===== src/rtl/universal_shift_register_if.sv =====
// universal_shift_register_if: control/data bundle between a datapath master and the shift register
//   master drives enable, mode, in_lsb, in_msb, load_data, start, count
//   slave  drives busy, done, out, sout_msb, sout_lsb (and parity when USR_PARITY_EN is defined)
interface universal_shift_register_if #(parameter int DEPTH = 8, parameter int WIDTH = 1);
  localparam int CNT_W = $clog2(DEPTH + 1);
  logic enable;
  logic [2:0] mode;
  logic [WIDTH-1:0] in_lsb, in_msb;
  logic [DEPTH*WIDTH-1:0] load_data;
  logic start;
  logic [CNT_W-1:0] count;
  logic busy, done;
  logic [DEPTH*WIDTH-1:0] out;
  logic [WIDTH-1:0] sout_msb, sout_lsb;
`ifdef USR_PARITY_EN
  logic parity;
`endif
  modport master(
    output enable, mode, in_lsb, in_msb, load_data, start, count,
    input busy, done, out, sout_msb, sout_lsb
`ifdef USR_PARITY_EN
    , parity
`endif
  );
  modport slave(
    input enable, mode, in_lsb, in_msb, load_data, start, count,
    output busy, done, out, sout_msb, sout_lsb
`ifdef USR_PARITY_EN
    , parity
`endif
  );
endinterface


===== src/rtl/universal_shift_register.sv =====
// universal_shift_register: DEPTH x WIDTH shift/rotate/load register with an N-shift burst engine
//   clk      rising-edge clock
//   reset_n  synchronous active-low reset
//   bus      universal_shift_register_if.slave: enable, mode, in_lsb, in_msb, load_data,
//            start, count in; busy, done, out, sout_msb, sout_lsb out
//   USR_PARITY_EN (optional define) adds bus.parity = ^out
module universal_shift_register #(
  parameter int DEPTH = 8,
  parameter int WIDTH = 1
) (
  input logic clk,
  input logic reset_n,
  universal_shift_register_if.slave bus
);
  localparam int N = DEPTH * WIDTH;
  localparam int CNT_W = $clog2(DEPTH + 1);
  localparam logic [2:0] SHL = 3'd1, SHR = 3'd2, ROL = 3'd3, ROR = 3'd4, LOAD = 3'd5;
  typedef enum logic [1:0] {IDLE, RUN, DONE} state_t;
  state_t state, state_nx;
  logic [N-1:0] data, data_nx, sh;
  logic [2:0] bmode, sm;
  logic [CNT_W-1:0] remaining;
  logic accept;
  always_comb begin
    // a burst uses its latched mode; otherwise the live mode selects the shift
    sm = state == RUN ? bmode : bus.mode;
    sh = sm == SHL ? {data[N-WIDTH-1:0], bus.in_lsb} :
         sm == SHR ? {bus.in_msb, data[N-1:WIDTH]} :
         sm == ROL ? {data[N-WIDTH-1:0], data[N-1 -: WIDTH]} :
                     {data[WIDTH-1:0], data[N-1:WIDTH]};
    accept = state == IDLE && bus.start && bus.count != '0 && bus.count <= CNT_W'(DEPTH)
             && bus.mode inside {[SHL:ROR]};
    state_nx = state;
    data_nx = data;
    case (state)
      IDLE:
        if (accept) state_nx = RUN;
        else if (bus.enable) data_nx = bus.mode inside {[SHL:ROR]} ? sh : bus.mode == LOAD ? bus.load_data : data;
      RUN: begin
        data_nx = sh;
        state_nx = remaining == CNT_W'(1) ? DONE : RUN;
      end
      default: state_nx = IDLE;
    endcase
  end
  always_ff @(posedge clk) begin
    if (!reset_n) begin
      state <= IDLE;
      data <= '0;
      remaining <= '0;
      bmode <= '0;
    end else begin
      state <= state_nx;
      data <= data_nx;
      if (accept) begin
        remaining <= bus.count;
        bmode <= bus.mode;
      end else if (state == RUN) remaining <= remaining - CNT_W'(1);
    end
  end
  assign bus.out = data;
  assign bus.busy = state == RUN;
  assign bus.done = state == DONE;
  assign bus.sout_msb = data[N-1 -: WIDTH];
  assign bus.sout_lsb = data[WIDTH-1:0];
`ifdef USR_PARITY_EN
  assign bus.parity = ^data;
`endif
endmodule

===== src/flat_wrapper.sv =====
// flat-port wrapper written by rule: the top's interface ports become plain ports
module universal_shift_register_flat 
#(
  parameter int DEPTH = 8,
  parameter int WIDTH = 1
)
  (clk, reset_n, bus_enable, bus_mode, bus_in_lsb, bus_in_msb, bus_load_data, bus_start, bus_count, bus_busy, bus_done, bus_out, bus_sout_msb, bus_sout_lsb);
  universal_shift_register_if #(.DEPTH(DEPTH), .WIDTH(WIDTH)) bus_i ();
  input logic clk;
  input logic reset_n;
  input wire logic [$bits(bus_i.enable)-1:0] bus_enable;
  input wire logic [$bits(bus_i.mode)-1:0] bus_mode;
  input wire logic [$bits(bus_i.in_lsb)-1:0] bus_in_lsb;
  input wire logic [$bits(bus_i.in_msb)-1:0] bus_in_msb;
  input wire logic [$bits(bus_i.load_data)-1:0] bus_load_data;
  input wire logic [$bits(bus_i.start)-1:0] bus_start;
  input wire logic [$bits(bus_i.count)-1:0] bus_count;
  output wire logic [$bits(bus_i.busy)-1:0] bus_busy;
  output wire logic [$bits(bus_i.done)-1:0] bus_done;
  output wire logic [$bits(bus_i.out)-1:0] bus_out;
  output wire logic [$bits(bus_i.sout_msb)-1:0] bus_sout_msb;
  output wire logic [$bits(bus_i.sout_lsb)-1:0] bus_sout_lsb;
  assign bus_i.enable = bus_enable;
  assign bus_i.mode = bus_mode;
  assign bus_i.in_lsb = bus_in_lsb;
  assign bus_i.in_msb = bus_in_msb;
  assign bus_i.load_data = bus_load_data;
  assign bus_i.start = bus_start;
  assign bus_i.count = bus_count;
  assign bus_busy = bus_i.busy;
  assign bus_done = bus_i.done;
  assign bus_out = bus_i.out;
  assign bus_sout_msb = bus_i.sout_msb;
  assign bus_sout_lsb = bus_i.sout_lsb;
  universal_shift_register #(.DEPTH(DEPTH), .WIDTH(WIDTH)) u_core (.clk(clk), .reset_n(reset_n), .bus(bus_i));
endmodule

===== config.mk =====
export PLATFORM = sky130hd
export DESIGN_NAME = universal_shift_register_flat
export DESIGN_NICKNAME = d
export VERILOG_FILES = /design/src/rtl/universal_shift_register_if.sv /design/src/rtl/universal_shift_register.sv /design/src/flat_wrapper.sv
export SDC_FILE = /design/constraint.sdc
export NUM_CORES = 1
export LEC_CHECK = 0
export CAP_MARGIN = 10
export CORE_MARGIN = 5
export CORE_UTILIZATION = 48
export CTS_BUF_LIST = sky130_fd_sc_hd__clkbuf_2
export DETAILED_ROUTE_END_ITERATION = 8
export GPL_ROUTABILITY_DRIVEN = 0
export PLACE_DENSITY = 0.81
export REMOVE_ABC_BUFFERS = 1
export SYNTH_ARGS = -nofsm -noshare
export SYNTH_HDL_FRONTEND = slang
export SYNTH_SLANG_ARGS = --single-unit

===== constraint.sdc =====
create_clock -name clk -period 1.85 [get_ports clk]
set_input_delay 0.2775 -clock clk [delete_from_list [all_inputs] [get_ports clk]]
set_output_delay 0.2775 -clock clk [all_outputs]
set_load 0.005 [all_outputs]

==> summary.md <==
| Metric | Value |
|---|---|
| Routed len/inst | 14.38 um |
| P_sw | 0.0003096 W |
| Status | finished, final reports clean |
| Slew @ Worst Pin | 303.0 ps |
| Clk_skew | 5.675 ps |
| CTS tree | built |
| Area share of the largest cell type after synthesis | 0.3077 |
| Worst-path clk slew | 180 ps |
| Dpl ws | -200.0 ps |
| Slowest stage delay, CP | 490 ps |
| Final setup margin | 85.62 ps |
| Gate power share | 0.365 |
| Yosys reg bits | 17 |
| RSZ-0062 raised after global routing | false |
| Predominant post-synthesis flop cell | dfxtp_1 |
| Top cells by count, synth | nand2_1, dfxtp_1, mux2i_1 |
| P_leak | 0.6371 nW |
| Slew Limit Fails | 0 |
| Crit path time final | 1764 ps |
| Asr flop ratio synth | 0 |
| Crit-path cells | nand2b_4 > inv_4 > clkdlybuf4s50_1 |
| Clk sinks | 17 |
| Core area | 2212 um2 |
| Hold_buf cts | 0 |
| Hold EP | u_core.bmode[1] |
| Die ar. | 3365 um2 |
| Crit end category | output port |
| Fin. Hold Viols | 0 |
| CP delay by family, top | buffers and inverters |
| Initial antenna violation count | 0 |
| Sequential area share after synthesis | 0.3077 |
| Slew Limit Headroom | 0.7964 |
| Root buffer cell | clkbuf_2 |
| Grt ovf | 0 |
| RR Startpoint | u_core.state[1] |
| Peak VDD IR | 0.4343 mV |
| Final WL | 2819 um |
| Reg-to-reg endpoint | u_core.bus.out[6] |
| Crit path buffers/inverters | 2 |
| Initial DRC count | 33 |
| Number of enable flip-flop cells after synthesis | 0 |
| First-pass GRT wire length | 4747 um |
| Port Buffers | 32 |
| Detailed Routing Iterations Pass 1 | 4 |
| Fill count | 169 |
| Nets | 192 |
| Width of the die | 58.01 um |
| Worst Reg-to-Reg Cells | 5 |
| Crit path launch type | register |
| WP data required | 1570 ps |
| TritonCTS buffer count | 3 |
| Hold_sp | u_core.bmode[1] |
| Min-Delay Path Class | reg2reg |
| Synthesis warning total | 0 |
| Inserted Diodes | 0 |
| Final setup TNS | 0 ps |
| Initial Util | 0.5000 |
| Number of global-route vias before repair | 1,043 |
| Area growth syn-to-layout | 42.19% |
| H-tree lvl count | 1 |
| Gr usage total | 0.1834 |
| Die H | 58.01 um |
| Setup slack, reg-to-reg | 120 ps |
| Longest Clk Path Bufs | 2 |
| Clk_lat worst skew | 330 ps |
| Final period util | 0.9537 |
| WP depth | 3 |
| CP max stage cell | clkdlybuf4s50_1 |
| Largest net degree at the start of global routing | 13 |
| Clk pwr share | 0.188 |
| Seq pwr share | 0.448 |
| Remaining antenna violation count after routing | 0 |
| I/O pins | 33 |
| Sw Ratio | 0.3216 |
| CP arrival | 1490 ps |
| DPL Wire Length | 2235 um |
| Hold Path Depth | 2 |
| Row cnt | 17 |
| Critical Path Fanout Max | 7 |
| Setup violators final | 0 |
| Synth top area cells | dfxtp_1, mux2i_1, nand2_1 |
| Via density | 5.429 |
| Fraction of layout cells with a size suffix above 1 | 0.2500 |
| Yosys cell types | 39 |
| Pint | 0.0006531 W |
| Peak Freq | 566.8 MHz |
| Crit Path Category | reg2out |
| Most frequent cell after synthesis | nand2_1 |
| Total power divided by cell area | 612.1 nW/um2 |
| Syn avg cell area | 8.992 um2 |
| Routed vias | 1,064 |
| Synthesized cell area | 1106 um2 |
| Mapped Cells | 123 |
| Area leader, netlist | dfxtp_1 |
| DRC | 0 |
| Max cap viols | 0 |
## cell families after synthesis
kind of cell | count (synthesis) | share of synthesized area
AO/OA/AOI/OAI | 29 | 0.2296
XOR/XNOR | 3 | 0.02376
adder cells (fa/ha/maj) | 2 | 0.02262
buffers and inverters | 13 | 0.07012
flip-flops | 17 | 0.3077
multiplexers | 16 | 0.1516
AND/OR/NAND/NOR | 43 | 0.1946
## power groups by stage
| stage | Combinational (W) | Clock [W] | Sequential [W] |
|---|---|---|---|
| after floorplan | 0.000174 | 0 | 0.000432 |
| after CTS | 0.000353 | 0.000187 | 0.000430 |
| final | 0.000351 | 0.000181 | 0.000431 |
| after detailed placement | 0.000347 | 0 | 0.000438 |
| after global routing | 0.000379 | 0.000203 | 0.000437 |
| after global placement | 0.000338 | 0 | 0.000436 |
## layer usage
metal  track usage  up-vias  part of all wire  routed length, um
li1              -      536                 -                  -
met1        0.2210      501              0.43               1219
met2        0.3065       22              0.50               1422
met3       0.04677        5             0.044                123
met4       0.07947        0             0.019                 53
met5             0        -                 0                  0
## metrics by stage
stage	instances	utilization	area [um2]	total power [W]	hold slack (ps)
2_1_floorplan	115	-	1047	0.0006064	391.3
3_3_place_gp	191	0.6940	1535	0.0007743	467.1
3_5_place_dp	191	0.6940	1535	0.0007847	478.9
4_1_cts	196	0.7104	1572	0.0009701	500.5
5_1_grt	196	0.7110	1573	0.001019	511.3
6_report	196	0.7110	1573	0.0009627	498.3
## tightest hold or removal path, cell delays in order, from the launching register on
cell,delay (ps)
dfxtp_1,360
nand2_1,50
a21boi_0,70
## flip-flops by register name, indices dropped and copies added (netlist names)
register	count
u_core.state	2
u_core.remaining	4
u_core.bmode	3
u_core.bus.out	8
## layout make-up
class	count	area, um2	area share
Clock buffer	3	15.01	0.009547
Tap cell	28	35.03	0.02228
Clock inverter	1	5.005	0.003182
Multi-Input combinational cell	93	693.2	0.4407
Inverter	5	21.27	0.01352
Sequential cell	17	342.8	0.2180
Timing Repair Buffer	49	460.4	0.2928
## how the worst max path moves through the flow
stage | from | endpoint | slack (ps)
global placement | bus_mode[0] | u_core.bus.out[6] | -170
CTS | u_core.state[0] | bus_busy | 20
finish | u_core.state[1] | bus_busy | 90
detailed placement | bus_mode[2] | u_core.bus.out[6] | -200
floorplan | bus_mode[2] | u_core.bus.out[1] | 90
global route | u_core.state[1] | bus_busy | 7
## repair_timing
item | CTS | global route
gates resized for setup | 3 | 1
pin swaps | 0 | 0
setup endpoints to repair | 1 | 7
endpoints found under the hold margin | 0 | 0
buffers inserted | 1 | 0
## placed cells by master (no fill, tap or decap), types with 3 or more instances in the layout
master           instances
nor2_1                   6
clkbuf_2                 3
o22ai_1                  6
nand3_1                  5
o211a_1                  3
clkdlybuf4s50_1         32
nand2_1                 22
mux2i_1                 10
dfxtp_1                 15
a21boi_0                 4
buf_4                   16
inv_1                    4
mux2_2                   6
No activity file was read; power rests on OpenSTA's default activity.
